[config.mk]
export PLATFORM = sky130hd
export DESIGN_NAME = fifo_to_out_fm_ram
export DESIGN_NICKNAME = d
export VERILOG_FILES = /design/src/rtl/out_fm_pkg.sv /design/src/rtl/nest3_counter.sv /design/src/rtl/fifo_to_out_fm_ram.sv
export SDC_FILE = /design/constraint.sdc
export NUM_CORES = 1
export LEC_CHECK = 0
export ABC_AREA = 1
export CAP_MARGIN = 0
export CORE_MARGIN = 10
export CORE_UTILIZATION = 59
export DETAILED_ROUTE_END_ITERATION = 10
export PLACE_DENSITY = 0.79
export SKIP_LAST_GASP = 1
export SYNTH_ARGS = -nofsm -noshare
export SYNTH_HDL_FRONTEND = slang
export SYNTH_SLANG_ARGS = --single-unit
[constraint.sdc]
create_clock -name clk -period 5.99 [get_ports clk]
set_clock_uncertainty 0.2 [all_clocks]
set_input_delay 0.599 -clock clk [delete_from_list [all_inputs] [get_ports clk]]
set_output_delay 0.599 -clock clk [all_outputs]
set_load 0.02 [all_outputs]
[src/rtl/out_fm_pkg.sv]
// Shared types and constants for the out_fm write-back mover.
// Optional feature macro used by this block: OUT_FM_RELU_EN.
package out_fm_pkg;

  // Default geometry; the top exposes these as overridable parameters.
  localparam int unsigned DEF_AW = 32;
  localparam int unsigned DEF_DW = 32;
  localparam int unsigned DEF_M  = 32;
  localparam int unsigned DEF_R  = 64;
  localparam int unsigned DEF_C  = 32;
  localparam int unsigned DEF_TM = 8;
  localparam int unsigned DEF_TR = 16;
  localparam int unsigned DEF_TC = 8;

  localparam int unsigned TILE_WORDS = DEF_TM * DEF_TR * DEF_TC;
  localparam int unsigned MAP_STRIDE = DEF_R * DEF_C;
  localparam int unsigned ROW_STRIDE = DEF_C;

  typedef enum logic [1:0] {
    IDLE  = 2'd0,
    RUN   = 2'd1,
    DRAIN = 2'd2,
    FIN   = 2'd3
  } state_e;

endpackage

[src/rtl/nest3_counter.sv]
// Three-level nested counter (n0 innermost); done_c flags the final enabled step.
module nest3_counter #(
  parameter int unsigned CW     = 32,
  parameter int unsigned N0_MAX = 8,
  parameter int unsigned N1_MAX = 16,
  parameter int unsigned N2_MAX = 8
) (
  input  logic          clk,
  input  logic          rst,
  input  logic          en,
  output logic [CW-1:0] n0,
  output logic [CW-1:0] n1,
  output logic [CW-1:0] n2,
  output logic          done_c
);

  localparam logic [CW-1:0] N0_LAST = CW'(N0_MAX - 1);
  localparam logic [CW-1:0] N1_LAST = CW'(N1_MAX - 1);
  localparam logic [CW-1:0] N2_LAST = CW'(N2_MAX - 1);

  logic n0_last, n1_last, n2_last;

  assign n0_last = (n0 == N0_LAST);
  assign n1_last = (n1 == N1_LAST);
  assign n2_last = (n2 == N2_LAST);
  assign done_c  = en && n0_last && n1_last && n2_last;

  // Step the nest on each enable; all levels wrap to 0 after the last step.
  always_ff @(posedge clk or negedge rst) begin
    if (!rst) begin
      n0 <= '0;
      n1 <= '0;
      n2 <= '0;
    end else if (en) begin
      if (n0_last) begin
        n0 <= '0;
        if (n1_last) begin
          n1 <= '0;
          n2 <= n2_last ? '0 : n2 + CW'(1);
        end else begin
          n1 <= n1 + CW'(1);
        end
      end else begin
        n0 <= n0 + CW'(1);
      end
    end
  end

endmodule

[src/rtl/fifo_to_out_fm_ram.sv]
// Moves one Tm x Tr x Tc output tile from the output FIFO into out_fm RAM
// (row-major [M][R][C]); padding words outside the map are popped but not written.
// Define OUT_FM_RELU_EN to clamp negative words to zero on the way to RAM.
module fifo_to_out_fm_ram
  import out_fm_pkg::*;
#(
  parameter int unsigned AW = DEF_AW,
  parameter int unsigned DW = DEF_DW,
  parameter int unsigned M  = DEF_M,
  parameter int unsigned R  = DEF_R,
  parameter int unsigned C  = DEF_C,
  parameter int unsigned Tm = DEF_TM,
  parameter int unsigned Tr = DEF_TR,
  parameter int unsigned Tc = DEF_TC
) (
  input  logic          clk,
  input  logic          rst,
  input  logic          start,
  output logic          done,
  output logic          fifo_pop,
  input  logic          fifo_empty,
  input  logic [DW-1:0] data_from_fifo,
  output logic          ram_wena,
  output logic [AW-1:0] ram_addr,
  output logic [DW-1:0] data_to_ram,
  input  logic [AW-1:0] tile_base_m,
  input  logic [AW-1:0] tile_base_row,
  input  logic [AW-1:0] tile_base_col
);

  localparam logic [AW-1:0] MAP_STR = AW'(R * C);
  localparam logic [AW-1:0] ROW_STR = AW'(C);
  localparam logic [AW-1:0] M_LIM   = AW'(M);
  localparam logic [AW-1:0] R_LIM   = AW'(R);
  localparam logic [AW-1:0] C_LIM   = AW'(C);

  state_e        state_q, state_d;
  logic          done_d;
  logic          last_pop_c;
  logic          pop_d1;
  logic [AW-1:0] bm_q, br_q, bc_q;
  logic [AW-1:0] tm, tr, tc;
  logic [AW-1:0] m_idx, r_idx, c_idx;
  logic [AW-1:0] addr_c;
  logic          legal_c;
  logic [DW-1:0] word_c;

  nest3_counter #(
    .CW    (AW),
    .N0_MAX(Tc),
    .N1_MAX(Tr),
    .N2_MAX(Tm)
  ) u_cnt (
    .clk   (clk),
    .rst   (rst),
    .en    (fifo_pop),
    .n0    (tc),
    .n1    (tr),
    .n2    (tm),
    .done_c(last_pop_c)
  );

  // State register.
  always_ff @(posedge clk or negedge rst) begin
    if (!rst) state_q <= IDLE;
    else      state_q <= state_d;
  end

  // Next-state logic; start is only honoured in IDLE.
  always_comb begin
    state_d = state_q;
    unique case (state_q)
      IDLE:    if (start) state_d = RUN;
      RUN:     if (last_pop_c) state_d = DRAIN;
      DRAIN:   state_d = FIN;
      FIN:     state_d = IDLE;
      default: state_d = IDLE;
    endcase
  end

  // FSM outputs: pop whenever running with data available; done tracks FIN.
  always_comb begin
    fifo_pop = 1'b0;
    done_d   = 1'b0;
    fifo_pop = (state_q == RUN) && !fifo_empty;
    done_d   = (state_d == FIN);
  end

  // Register done so it is a clean one-cycle pulse during FIN.
  always_ff @(posedge clk or negedge rst) begin
    if (!rst) done <= 1'b0;
    else      done <= done_d;
  end

  // Capture the tile origin when a start is accepted.
  always_ff @(posedge clk or negedge rst) begin
    if (!rst) begin
      bm_q <= '0;
      br_q <= '0;
      bc_q <= '0;
    end else if ((state_q == IDLE) && start) begin
      bm_q <= tile_base_m;
      br_q <= tile_base_row;
      bc_q <= tile_base_col;
    end
  end

  // Absolute coordinates, linear address (mod 2^AW) and in-map check.
  assign m_idx   = bm_q + tm;
  assign r_idx   = br_q + tr;
  assign c_idx   = bc_q + tc;
  assign addr_c  = m_idx * MAP_STR + r_idx * ROW_STR + c_idx;
  assign legal_c = (m_idx < M_LIM) && (r_idx < R_LIM) && (c_idx < C_LIM);

  // Write stage lines up with the FIFO's one-cycle read latency.
  always_ff @(posedge clk or negedge rst) begin
    if (!rst) begin
      ram_wena <= 1'b0;
      ram_addr <= '0;
      pop_d1   <= 1'b0;
    end else begin
      ram_wena <= fifo_pop && legal_c;
      pop_d1   <= fifo_pop;
      if (fifo_pop) ram_addr <= addr_c;
    end
  end

`ifdef OUT_FM_RELU_EN
  assign word_c = data_from_fifo[DW-1] ? '0 : data_from_fifo;
`else
  assign word_c = data_from_fifo;
`endif

  // Read data is only meaningful the cycle after a pop; hold zero otherwise.
  assign data_to_ram = pop_d1 ? word_c : '0;

endmodule

Word level (Yosys, flattened, before mapping)
Cells that the tools add are included.
{"block": "classes", "add_sub_neg": 8, "magnitude_cmp": 3, "n_eq_ne": 7, "n_mux": 7, "reduce_logical": 12}
{"cell": "$add 32x32->32", "n": 5}
{"cell": "$mux 32", "n": 4}
{"cell": "$add 32x1->32 const B", "n": 3}
{"cell": "$eq 32x3->1 const B", "n": 2}
{"cell": "$lt 32x6->1 const B", "n": 2}
{"cell": "$eq 32x4->1 const B", "n": 1}
{"cell": "$lt 32x7->1 const B", "n": 1}
{"cell": "$logic_and 1x1->1", "n": 8}
{"cell": "$pmux 2 s4", "n": 1}
{"cell": "$eq 2x2->1 const B", "n": 3}
{"cell": "$mux 2", "n": 2}
{"cell": "$reduce_and 3->1", "n": 1}
{"cell": "$eq 2x1->1 const B", "n": 1}
{"cell": "$logic_not 2->1", "n": 1}
{"cell": "$reduce_and 2->1", "n": 1}
{"cell": "$logic_not 1->1", "n": 1}
{"block": "word_totals", "register_bits": 229, "inputBits": 132, "out_inout_bits": 67, "wordCells": 48}

Longest topological paths before layout
Gate-level depths: netlist (run 1).
{"block": "logic_depth", "word_depth": 8, "depth_mapped": 27, "ltp_nobuf": 27}

By module
Synthesis (run 1) repeated with hierarchy kept, for this count alone.
{"block": "hier_totals", "hier_cells": 2915, "hier_area_um2": 19777.7}
{"module": "fifo_to_out_fm_ram", "n_inst": 1, "cells_each": 1893, "area_each_um2": 13309.0, "seq_area_each_um2": 3328.2}
{"module": "nest3_counter", "n_inst": 1, "cells_each": 1022, "area_each_um2": 6468.7, "seq_area_each_um2": 2402.3}

Worst setup path after synthesis (run 1)
No wires, ideal clock.
{"block": "synth_timing", "kind": "register to register", "startpoint": "register u_cnt.n0[0]", "endpoint": "register ram_addr[22]", "setup_ns": 0.118, "arrival_ns": 3.815, "path_slack_ns": 1.857, "path_stages_with_launch": 24, "n_path_buf": 0, "synth_period_minus_slack_ns": 4.133, "path_cell_list": "dfrtp_1 > ha_1 > fa_1 > nand3_1 > nand3_1 > nand2_1 > nand2_1 > xnor2_1 > inv_1 > ha_1 > ha_1 > fa_1 > a31oi_1 > o21ai_0 > inv_1 > o21a_1 > o21ai_0 > nand2_1 > nand2_1 > nand2_1 > nand2_1 > or2_2 > nand3_1 > nand2_1"}
{"block": "synth_via", "elab_chain_len": 2}
{"item": "start: declaration", "line": "nest3_counter.sv:11", "text": "output logic [CW-1:0] n0,"}
{"item": "start signal: assignment", "line": "nest3_counter.sv:44", "text": "n0 <= n0 + CW'(1);"}
{"item": "$add 32x32->32", "line": "fifo_to_out_fm_ram.sv:111", "text": "assign c_idx = bc_q + tc;"}
{"item": "$add 32x32->32", "line": "fifo_to_out_fm_ram.sv:112", "text": "assign addr_c = m_idx * MAP_STR + r_idx * ROW_STR + c_idx;"}
{"item": "end signal: assignment", "line": "fifo_to_out_fm_ram.sv:124", "text": "if (fifo_pop) ram_addr <= addr_c;"}
{"item": "end: declaration", "line": "fifo_to_out_fm_ram.sv:24", "text": "output logic [AW-1:0] ram_addr,"}
Every way passes these cells.
A chain may end at the register's enable or synchronous reset.

Worst setup path in the final report (run 1)
Same ends and word-level chain as after synthesis.

==> summary.md, run 1 <==
| Metric | Value |
|---|---|
| CP Capture Type | register |
| Post-synth top area cell | dfrtp_1 |
| H-tree lvl count | 1 |
| DR WL/cell | 18.6 µm |
| Mapped Area | 19,200 µm² |
| Initial Utilization | 0.603 |
| Vias | 19,400 |
| Clock Tree Root | clkbuf_16 |
| Initial antenna violation count | 0 |
| Post-synth top cells | 801 x nand2_1, 394 x inv_1, 229 x dfrtp_1 |
| Clock Path Buffers | 3 |
| Fillers | 2,559 |
| Sinks on Clock Net | 229 |
| Most frequent cell after synthesis | nand2_1 |
| Largest net degree at the start of global routing | 87 |
| Outcome | finished clean |
| Delay-heaviest family, CP | adder cells |
| Post-CTS sizing | 0 |
| Share of the synthesized area in the top cell type | 0.299 |
| Routed wire length | 62,800 µm |
| GPL Wtd Cong | 0.966 |
| Cell area power density | 526 nW/µm² |
| Crit path largest cell delay | 0.47 ns |
| Crit path DAT | 5.22 ns |
| VDD IR max | 0.417 mV |
| Minimum clock period | 4.99 ns |
| Vias in the first global route | 18,900 |
| Setup TNS | 0 ns |
| Post-DP HPWL | 50,500 µm |
| Residual DRC | 0 |
| Crit-path most repeated cell | nand2_1 |
| Most used flip-flop cell after synthesis | dfrtp_1 |
| MaxCap Viol Count | 0 |
| CORE AREA | 31,800 µm² |
| Slowest cell on crit path | fa_1 |
| CTS tree | done |
| Clock transition at the registers of the reported paths | 0.06 ns |
| Syn_nets | 3,008 |
| Final setup violating endpoints | 0 |
| Number of vias per cell | 5.75 |
| DR iter-0 viols | 2,084 |
| Crit path kind | register to register |
| P_leak | 11.2 nW |
| Post-synthesis cell count | 2,725 |
| RSZ-0062 raised after global routing | false |
| Num rows | 65 |
| Final Max Slew Viols | 0 |
| Ant diodes | 0 |
| Startpoint Class | register |
| Post-DRT Antenna Nets | 0 |
| Final Util | 0.707 |
| Input/output buffers | 198 |
| Async set-reset flop share out of synthesis | 1.00 |
| Die Y | 200 µm |
| Area Overhead vs Synth | 17.1% |
| Congestion Overflow GR | 0 |
| I/O pins | 199 |
| Die width | 200 µm |
| Avg Cell Area, Syn | 7.04 µm² |
| Critical path cell sequence | ha_1 > fa_1 > nand3_1 > nand3_1 > nand2_1 > nand2_1 > xnor2_1 > inv_1 > ha_1 > ha_1 > fa_1 > a31oi_1 > o21ai_0 > inv_1 > o21a_1 > o21ai_0 > nand2_1 > nand2_1 > nand2_1 > nand2_1 > or2_2 > nand3_1 > nand2_1 |
| EDFF count, synth | 0 |
| Worst skew pair latency | 0.56 ns |
| Highest net fanout along the worst path | 5 |
| Sequential area share after synthesis | 0.299 |
| HP Class | register to register |
| CTS Buf Count | 25 |
| Hold Fails Final Rpt | 0 |
| Setup slack, reg-to-reg | 1.0 ns |
| # nets final | 3,207 |
| #FFs+latches synth | 229 |
| Syn. warnings | 0 |
| Period utilisation layout | 0.834 |
| Maximum clock rate | 0.200 GHz |
| CP required | 6.22 ns |
| First-pass DRT Iterations | 6 |
| Die Area | 40,100 µm² |
| First-pass GRT wire length | 101,000 µm |
| Layout cells sized above 1 | 0.0595 |
| Least-Margin Pin Slew | 0.948 ns |
| Max_slew headroom | 0.368 |
| GRT Total Usage | 0.303 |
| Yosys cell types | 44 |
| WP buf/inv | 2 |
| Top cells by area, synth | dfrtp_1 30%, nand2_1 16%, ha_1 8.3% |
[flip-flops by register name, summed over array words and instances, names as in the netlist]
| name | count |
|---|---|
| bc_q | 32 |
| state_q | 2 |
| done | 1 |
| br_q | 32 |
| bm_q | 32 |
| u_cnt.n1 | 32 |
| ram_wena | 1 |
| ram_addr | 32 |
| u_cnt.n0 | 32 |
| u_cnt.n2 | 32 |
| pop_d1 | 1 |
[report_power, final]
group | internal (mW) | switching, mW
combinational | 3.00 | 4.96
clock | 0.906 | 0.671
sequential | 1.95 | 0.328
total | 5.86 | 5.96
[tightest hold or removal path, cell delays in order, from the launching register on]
cell and delay [ns]:
dfrtp_1 0.34, nand2_1 0.05, nand2_1 0.05
[worst paths after layout]
check	cells after the start	endpoint	startpoint
min in group asynchronous	2	u_cnt.n0[5]	rst
worst min-delay path	2	ram_addr[5]	ram_addr[5]
worst max-delay path	23	ram_addr[22]	u_cnt.n0[0]
worst min register to register	2	ram_addr[5]	ram_addr[5]
max in group asynchronous	3	u_cnt.n1[18]	rst
worst max register to register	23	ram_addr[22]	u_cnt.n0[0]
[cells in the final DEF (no fill, tap or decap), types with 77 or more instances in the layout]
cell               n
nand2_1          801
a21oi_1          127
inv_1            394
ha_1             127
mux2_2            96
dfrtp_1          229
xor2_1            84
nand3_1          146
nor2_1           222
nor3_1            77
clkdlybuf4s50_1  197
o21ai_0          113
[stage by stage]
step | worst slack [ns] | hold WS, ns | total power, mW | instances | instance area [µm²]
after detailed placement | 1.06 | 0.265 | 10.0 | 3331 | 21700
final | 0.997 | 0.278 | 11.8 | 3377 | 22500
after floorplan | 1.86 | 0.103 | 7.75 | 2725 | 19200
after CTS | 1.02 | 0.278 | 11.7 | 3377 | 22500
after global placement | 1.31 | 0.250 | 9.84 | 3331 | 21700
after global routing | 0.600 | 0.300 | 12.8 | 3377 | 22500
[cell type report]
cell class | instances | area [µm²] | share of cell area
multi-input cells | 2063 | 11800 | 0.527
clock inverters | 9 | 105 | 0.00468
clock buffers | 36 | 707 | 0.0315
repair buffers | 206 | 2050 | 0.0912
flip-flops and latches | 229 | 5730 | 0.255
inverters | 399 | 1500 | 0.0666
well taps | 435 | 544 | 0.0242
[kinds of logic after synthesis]
| logic type | share of synthesized area |
|---|---|
| simple gates | 0.316 |
| buf+inv | 0.0848 |
| compound gates | 0.0800 |
| flops | 0.299 |
| fa+ha+maj | 0.108 |
| xor+xnor | 0.0562 |
| mux | 0.0564 |
[layer usage]
metal,up-vias,part of all wire,GRT usage
li1,9278,-,-
met1,8978,0.42,0.396
met2,993,0.46,0.497
met3,183,0.080,0.0493
met4,0,0.039,0.107
met5,-,0,0
[repair_timing]
| action | CTS | global route |
|---|---|---|
| hold buffers | 1 | 0 |
| endpoints found under the setup margin | 0 | 0 |
| buffers inserted | 0 | 0 |
| endpoints found under the hold margin | 83 | 0 |
No activity file was read; power rests on OpenSTA's default activity.
==> run 2: changes to the inputs <==
- CORE_UTILIZATION: 59 -> 53
- PLACE_DENSITY: 0.79 -> 0.75
- clock period: 5.99 -> 4.4 ns (I/O delays scaled with it)
==> run 2 against run 1 <==
Critical path depth is the same. Clock power is 47% higher. Flip-flop and latch count did not move. Utilization shrank 3.1 points. Via count up 0.97%. Non-clock buffer count rose by 110. Sequential power up 37%. Fmax increased by 17%. Largest power group unchanged.
==> summary.md, run 2 (synthesis results as in run 1) <==
| Metric | Value |
|---|---|
| Most frequent cells in the layout | 788 x nand2_1, 391 x inv_1, 226 x dfrtp_1, 211 x nor2_1, 197 x clkdlybuf4s50_1 |
| First-pass DRT Iterations | 8 (+2) |
| Largest net degree at the start of global routing | 86 (-1.1%) |
| Routed wire length | 64,700 µm (+3.1%) |
| Maximum clock rate | 0.234 GHz (+17%) |
| Clock transition at the registers of the reported paths | 0.06 ns (about the same) |
| Clock Path Buffers | 3 (unchanged) |
| Period utilisation layout | 0.971 (+0.137) |
| I/O pins | 199 (unchanged) |
| CP Capture Type | register |
| Post-DRT Antenna Nets | 0 (unchanged) |
| # nets final | 3,318 (+3.5%) |
| Startpoint Class | register |
| Crit path DAT | 4.53 ns (-0.69 ns) |
| Sinks on Clock Net | 229 (unchanged) |
| First-pass GRT wire length | 99,700 µm (-0.93%) |
| Ant diodes | 0 (unchanged) |
| Post-DP HPWL | 52,600 µm (+4.2%) |
| DR WL/cell | 18.4 µm (-0.93%) |
| Commonest non-fill, non-tap cell in the layout | nand2_1 |
| Vias | 19,600 (+0.97%) |
| Hold Fails Final Rpt | 0 (unchanged) |
| Initial Utilization | 0.538 (-0.0652) |
| Cell area power density | 770 nW/µm² (+46%) |
| P_leak | 11.9 nW (+5.5%) |
| Fin cells | 3,513 (+4.0%) |
| Area Overhead vs Synth | 25.7% |
| Hold WS | 0.272 ns (-0.00667 ns) |
| CORE AREA | 35,700 µm² (+12%) |
| Layout cells sized above 1 | 0.130 (+0.0703) |
| Die Y | 210 µm (+5.0%) |
| Worst skew pair latency | 0.57 ns (about the same) |
| Outcome | finished clean |
| H-tree lvl count | 1 (unchanged) |
| Crit-path most repeated cell | nand2_1 |
| Slowest cell on crit path | fa_1 |
| Input/output buffers | 198 (unchanged) |
| Die width | 210 µm (+5.0%) |
| Vias in the first global route | 18,700 (-1.3%) |
| Crit path kind | register to register |
| DR iter-0 viols | 1,618 (-22%) |
| CTS Buf Count | 26 (+4.0%) |
| GPL Wtd Cong | 0.999 (+3.4%) |
| RSZ-0062 raised after global routing | true |
| Setup slack, reg-to-reg | 0.13 ns (-0.87 ns) |
| Clock Tree Root | clkbuf_16 |
| Number of vias per cell | 5.59 (-2.9%) |
| Initial antenna violation count | 0 (unchanged) |
| Highest net fanout along the worst path | 5 (unchanged) |
| MaxCap Viol Count | 0 (unchanged) |
| Die Area | 44,200 µm² (+10%) |
| Least-Margin Pin Slew | 1.42 ns (+0.470 ns) |
| Max_slew headroom | 0.0462 (-0.322) |
| Congestion Overflow GR | 0 (unchanged) |
| Final setup violating endpoints | 0 (unchanged) |
| VDD IR max | 0.725 mV (+74%) |
| Fillers | 2,985 (+17%) |
| CP required | 4.66 ns (-1.56 ns) |
| HP Class | register to register |
| GRT Total Usage | 0.280 (-0.0224) |
| Residual DRC | 0 (unchanged) |
| Critical path cell sequence | ha_4 > a21oi_1 > inv_1 > nor2_1 > nand2_1 > inv_1 > nand2_1 > buf_4 > nand2_1 > nand2_1 > fa_1 > ha_1 > buf_4 > nand2_1 > nor2_1 > o21ai_0 > nand2_1 > a21oi_2 > o21a_1 > o21ai_1 > or2_2 > nand3_1 > nand2_1 |
| CTS tree | done |
| Minimum clock period | 4.27 ns (-0.722 ns) |
| Placed cell count | 3,452 (+3.6%) |
| Final Max Slew Viols | 0 (unchanged) |
| Crit path largest cell delay | 0.47 ns (about the same) |
| Num rows | 69 (+6.2%) |
run 2: cell count changes in the layout (fill, tap and decap cells not counted), sizes merged:
cell and change:
buf +110, bufinv +2, inv -2
run 2: stage by stage:
step / setup TNS (ns) / util / setup WS, ns / instance area (µm²) / power (mW)
final: 0 / 0.676 / 0.129 / 24100 / 18.6
after global routing: -0.149 / 0.676 / -0.117 / 24100 / 20.0
after CTS: -0.0610 / 0.655 / -0.0610 / 23400 / 17.2
after detailed placement: -0.336 / 0.629 / -0.210 / 22400 / 14.7
after global placement: -0.285 / 0.629 / -0.186 / 22400 / 14.5
after floorplan: 0 / - / 0.267 / 19200 / 10.5
run 2: power by group:
part           switching, mW  internal, mW  total (mW)  leakage (nW)
Sequential             0.473          2.66        3.13          2.76
Clock                  0.905          1.43        2.33         0.446
Combinational           7.48          5.62        13.1          8.66
run 2: worst max-delay path: cells and delay by family (launching register included):
kind            cells  cell delay [ns]
compound gates      5             0.75
fa+ha+maj           3             1.11
buf+inv             4             0.48
flops               1             0.42
simple gates       11             1.21
run 2: per-layer routing:
layer	vias to the layer above	track usage	routed length, µm
met1	9205	0.371	28200
met2	801	0.450	29100
met5	-	0	0
met3	133	0.0595	5180
li1	9482	-	-
met4	0	0.0877	2190
run 2: path summary, 6_finish.rpt:
| check | to | start | depth (start not counted) |
|---|---|---|---|
| setup reg to reg | ram_addr[27] | bc_q[14] | 23 |
| max in group asynchronous | u_cnt.n1[16] | rst | 3 |
| min in group asynchronous | u_cnt.n2[28] | rst | 2 |
| setup / recovery | ram_addr[27] | bc_q[14] | 23 |
| hold / removal | done | state_q[0] | 1 |
| hold reg to reg | done | state_q[0] | 1 |
run 2: cell type report:
class | instances | area [µm²] | share of cell area
Inverter | 399 | 1500 | 0.0621
Clock buffer | 36 | 759 | 0.0315
Sequential cell | 229 | 5730 | 0.238
Clock inverter | 9 | 148 | 0.00613
Multi-Input combinational cell | 2063 | 12500 | 0.518
Timing Repair Buffer | 316 | 2900 | 0.120
Tap cell | 461 | 577 | 0.0239
run 2: repair_timing:
item                                   4_1_cts  5_1_grt
gates resized for setup                      5      131
setup buffers                                1       14
setup endpoints to repair                    6       17
pin swaps                                    1       19
endpoints found under the hold margin       82        0
hold buffers                                 1        0
==> variant, RTL diff (flow settings as in run 2) <==
The 4 states of `state_e` get a one-hot encoding in 4 bits.
--- a/src/rtl/out_fm_pkg.sv
+++ b/src/rtl/out_fm_pkg.sv
@@ -16,11 +16,11 @@
   localparam int unsigned MAP_STRIDE = DEF_R * DEF_C;
   localparam int unsigned ROW_STRIDE = DEF_C;
 
-  typedef enum logic [1:0] {
-    IDLE  = 2'd0,
-    RUN   = 2'd1,
-    DRAIN = 2'd2,
-    FIN   = 2'd3
+  typedef enum logic [3:0] {
+    IDLE  = 4'b0001,
+    RUN   = 4'b0010,
+    DRAIN = 4'b0100,
+    FIN   = 4'b1000
   } state_e;
 
 endpackage
Formal check against the unedited RTL: no difference found for any inputs over 4 cycles, from zero or initial values and one cycle with rst low; so few cycles prove little.
==> variant against run 2 <==
  * Sequential cell count grew 2
  * Cell area up 0.58%
  * Worst setup slack gained 0.016 ns
  * Sequential share of layout area is 0.086 points higher
  * Global-route usage increased by 0.42 points
  * Cell count up 0.28%
  * Power increased by 21%
  * Wire length increased by 1.9%
  * Synthesized area up 1.3%
  * Critical path depth shrank 5
  * Core utilization down 0.90 points
  * Critical path type unchanged
==> variant: results (changes against run 2) <==
- The pin count of the biggest net entering global routing was 99 (+15%).
- The portion of the post-synthesis area used by sequential elements is 0.298 (-0.00105).
- The startpoint of the lowest-slack register-to-register path is br_q[12].
- The routed length on met2 is 30,800 um (+5.9%).
- The slack of the worst reg-to-reg path is 0.15 ns (+0.02 ns).
- The maximum vdd drop is 0.000924 V (+27%).
- The length of routed met3 wiring is 4390 um (-15%).
- The first-pass GRT wire length is 102,000 um (+2.1%).
- The hold slack is 0.264 ns (-0.00815 ns).
- Yosys attributes the largest share of cell area to sky130_fd_sc_hd__dfrtp_1, sky130_fd_sc_hd__nand2_1, sky130_fd_sc_hd__ha_1.
- The first-pass iteration count of the detailed router was 5 (-3).
- The pre-CTS setup slack is -0.112 ns (+0.0984 ns).
- The maximum fanout along the worst path is 6 (+1).
- The CTS buffer count is 27 (+3.8%).
- The number of DRC violations after detailed-routing iteration 0 is 1,737 (+7.4%).
- The highest signal layer in the routed design is met4.
- The count of vias placed by the detailed router is 19,600 (-0.19%).
- The met1 global-route usage was 0.374 (+0.00295).
- The master of the slowest instance on the critical path is sky130_fd_sc_hd__fa_2.
- The reg-to-reg endpoint is ram_addr[31].
- The met3 layer usage reported by global route was 0.0407 (-0.0188).
- The via count of the first global-routing pass came to 18,900 (+1.2%).
- The number of different library cells in the post-synthesis netlist was 53 (+20%).
- The mean routed wirelength per cell came to 18.7 um (+1.6%).
- The length in cells of the worst reg-to-reg path came to 18 (-22%).
- The global placement routability congestion is 1.05 (+5.6%).
- The routing usage on met2 is 0.476 (+0.0254).
- The synthesized netlist net count was 3,031 (+0.76%).
- The estimated wirelength of the detail-placed design was 54,200 um (+3.0%).
- The tightest min-delay check is of the input pin to asynchronous set/reset pin type.
- The global-route total usage across every layer is 0.284 (+0.00422).
- The critical path data arrival time is 4.52 ns (about the same).
- The switching component of the power is 11,300 uW (+27%).
- The static leakage is 0.0116 uW (-2.4%).
- The flow ran to the end, and the final reports show no timing, DRC or antenna violations.
- By count the netlist is led by sky130_fd_sc_hd__nand2_1, sky130_fd_sc_hd__inv_1, sky130_fd_sc_hd__nor2_1, sky130_fd_sc_hd__dfrtp_1, sky130_fd_sc_hd__nand3_1.
- The routed metal-1 wire length was 28,800 um (+1.9%).
## variant: changes by cell type after synthesis, moves of 8 or more
cell,run 2,this run
sky130_fd_sc_hd__a21oi_1,127,139
sky130_fd_sc_hd__inv_1,394,367
sky130_fd_sc_hd__inv_2,3,11
sky130_fd_sc_hd__nand2_1,801,790
sky130_fd_sc_hd__nand3_1,147,159
sky130_fd_sc_hd__nand3b_1,13,23
sky130_fd_sc_hd__nor2_1,222,247
sky130_fd_sc_hd__o21ai_0,113,98
sky130_fd_sc_hd__o21ai_1,0,21
sky130_fd_sc_hd__xnor2_1,39,27
## variant: cells by family after synthesis
group / Yosys count / synth area share
mux: 96 / 0.0557
fa+ha+maj: 151 / 0.107
buf+inv: 409 / 0.0793
flops: 231 / 0.298
compound gates: 295 / 0.0806
simple gates: 1457 / 0.331
xor+xnor: 109 / 0.0491
## variant: critical path: cells and delay by family (launching register included)
family | cells | cell delay (ns)
adder cells (fa/ha/maj) | 3 | 1.25
AO/OA/AOI/OAI | 5 | 0.97
AND/OR/NAND/NOR | 7 | 0.76
flip-flops | 1 | 0.42
buffers and inverters | 2 | 0.29
XOR/XNOR | 1 | 0.25
## variant: power by group through the flow
stage	registers [uW]	logic [uW]	clock network [uW]
after detailed placement	3300	14700	0
after global routing	3400	18400	2500
after global placement	3280	14600	0
after floorplan	3270	9790	0
final	3330	16700	2380
after CTS	3270	14900	2410
## variant: metrics by stage
step | setup TNS [ns] | util | power, uW | instances
after CTS | -0.0113 | 0.648 | 20600 | 3522
final | 0 | 0.667 | 22400 | 3523
after detailed placement | -0.217 | 0.622 | 18100 | 3473
after floorplan | 0 | - | 13100 | 2748
after global routing | -0.162 | 0.667 | 24300 | 3523
after global placement | 0 | 0.622 | 17900 | 3473
## variant: how the worst max path moves through the flow
stage | start | endpoint | slack (ns) | cells after the start
2_1_floorplan | u_cnt.n1[0] | ram_addr[28] | 0.39 | 22
3_3_place_gp | u_cnt.n2[0] | ram_addr[28] | 0.009 | 21
3_5_place_dp | u_cnt.n2[0] | ram_addr[30] | -0.11 | 22
4_1_cts | u_cnt.n2[0] | ram_addr[30] | -0.01 | 22
5_1_grt | u_cnt.n2[0] | ram_addr[31] | -0.05 | 23
6_report | br_q[12] | ram_addr[31] | 0.15 | 18
## variant: layout make-up
cell class	count	area [um2]
fill	3222	12100
tap	468	586
timing repair buffer	289	2710
multi-input combinational	2108	12800
clock inverter	15	215
inverter	379	1430
clock buffer	33	718
sequential	231	5790
## variant: what timing repair did
action	CTS	global route
hold endpoints to repair	74	0
gates resized for setup	3	144
buffers inserted	0	1
hold buffers	1	0
setup endpoints to repair	3	15
pin swaps	1	9
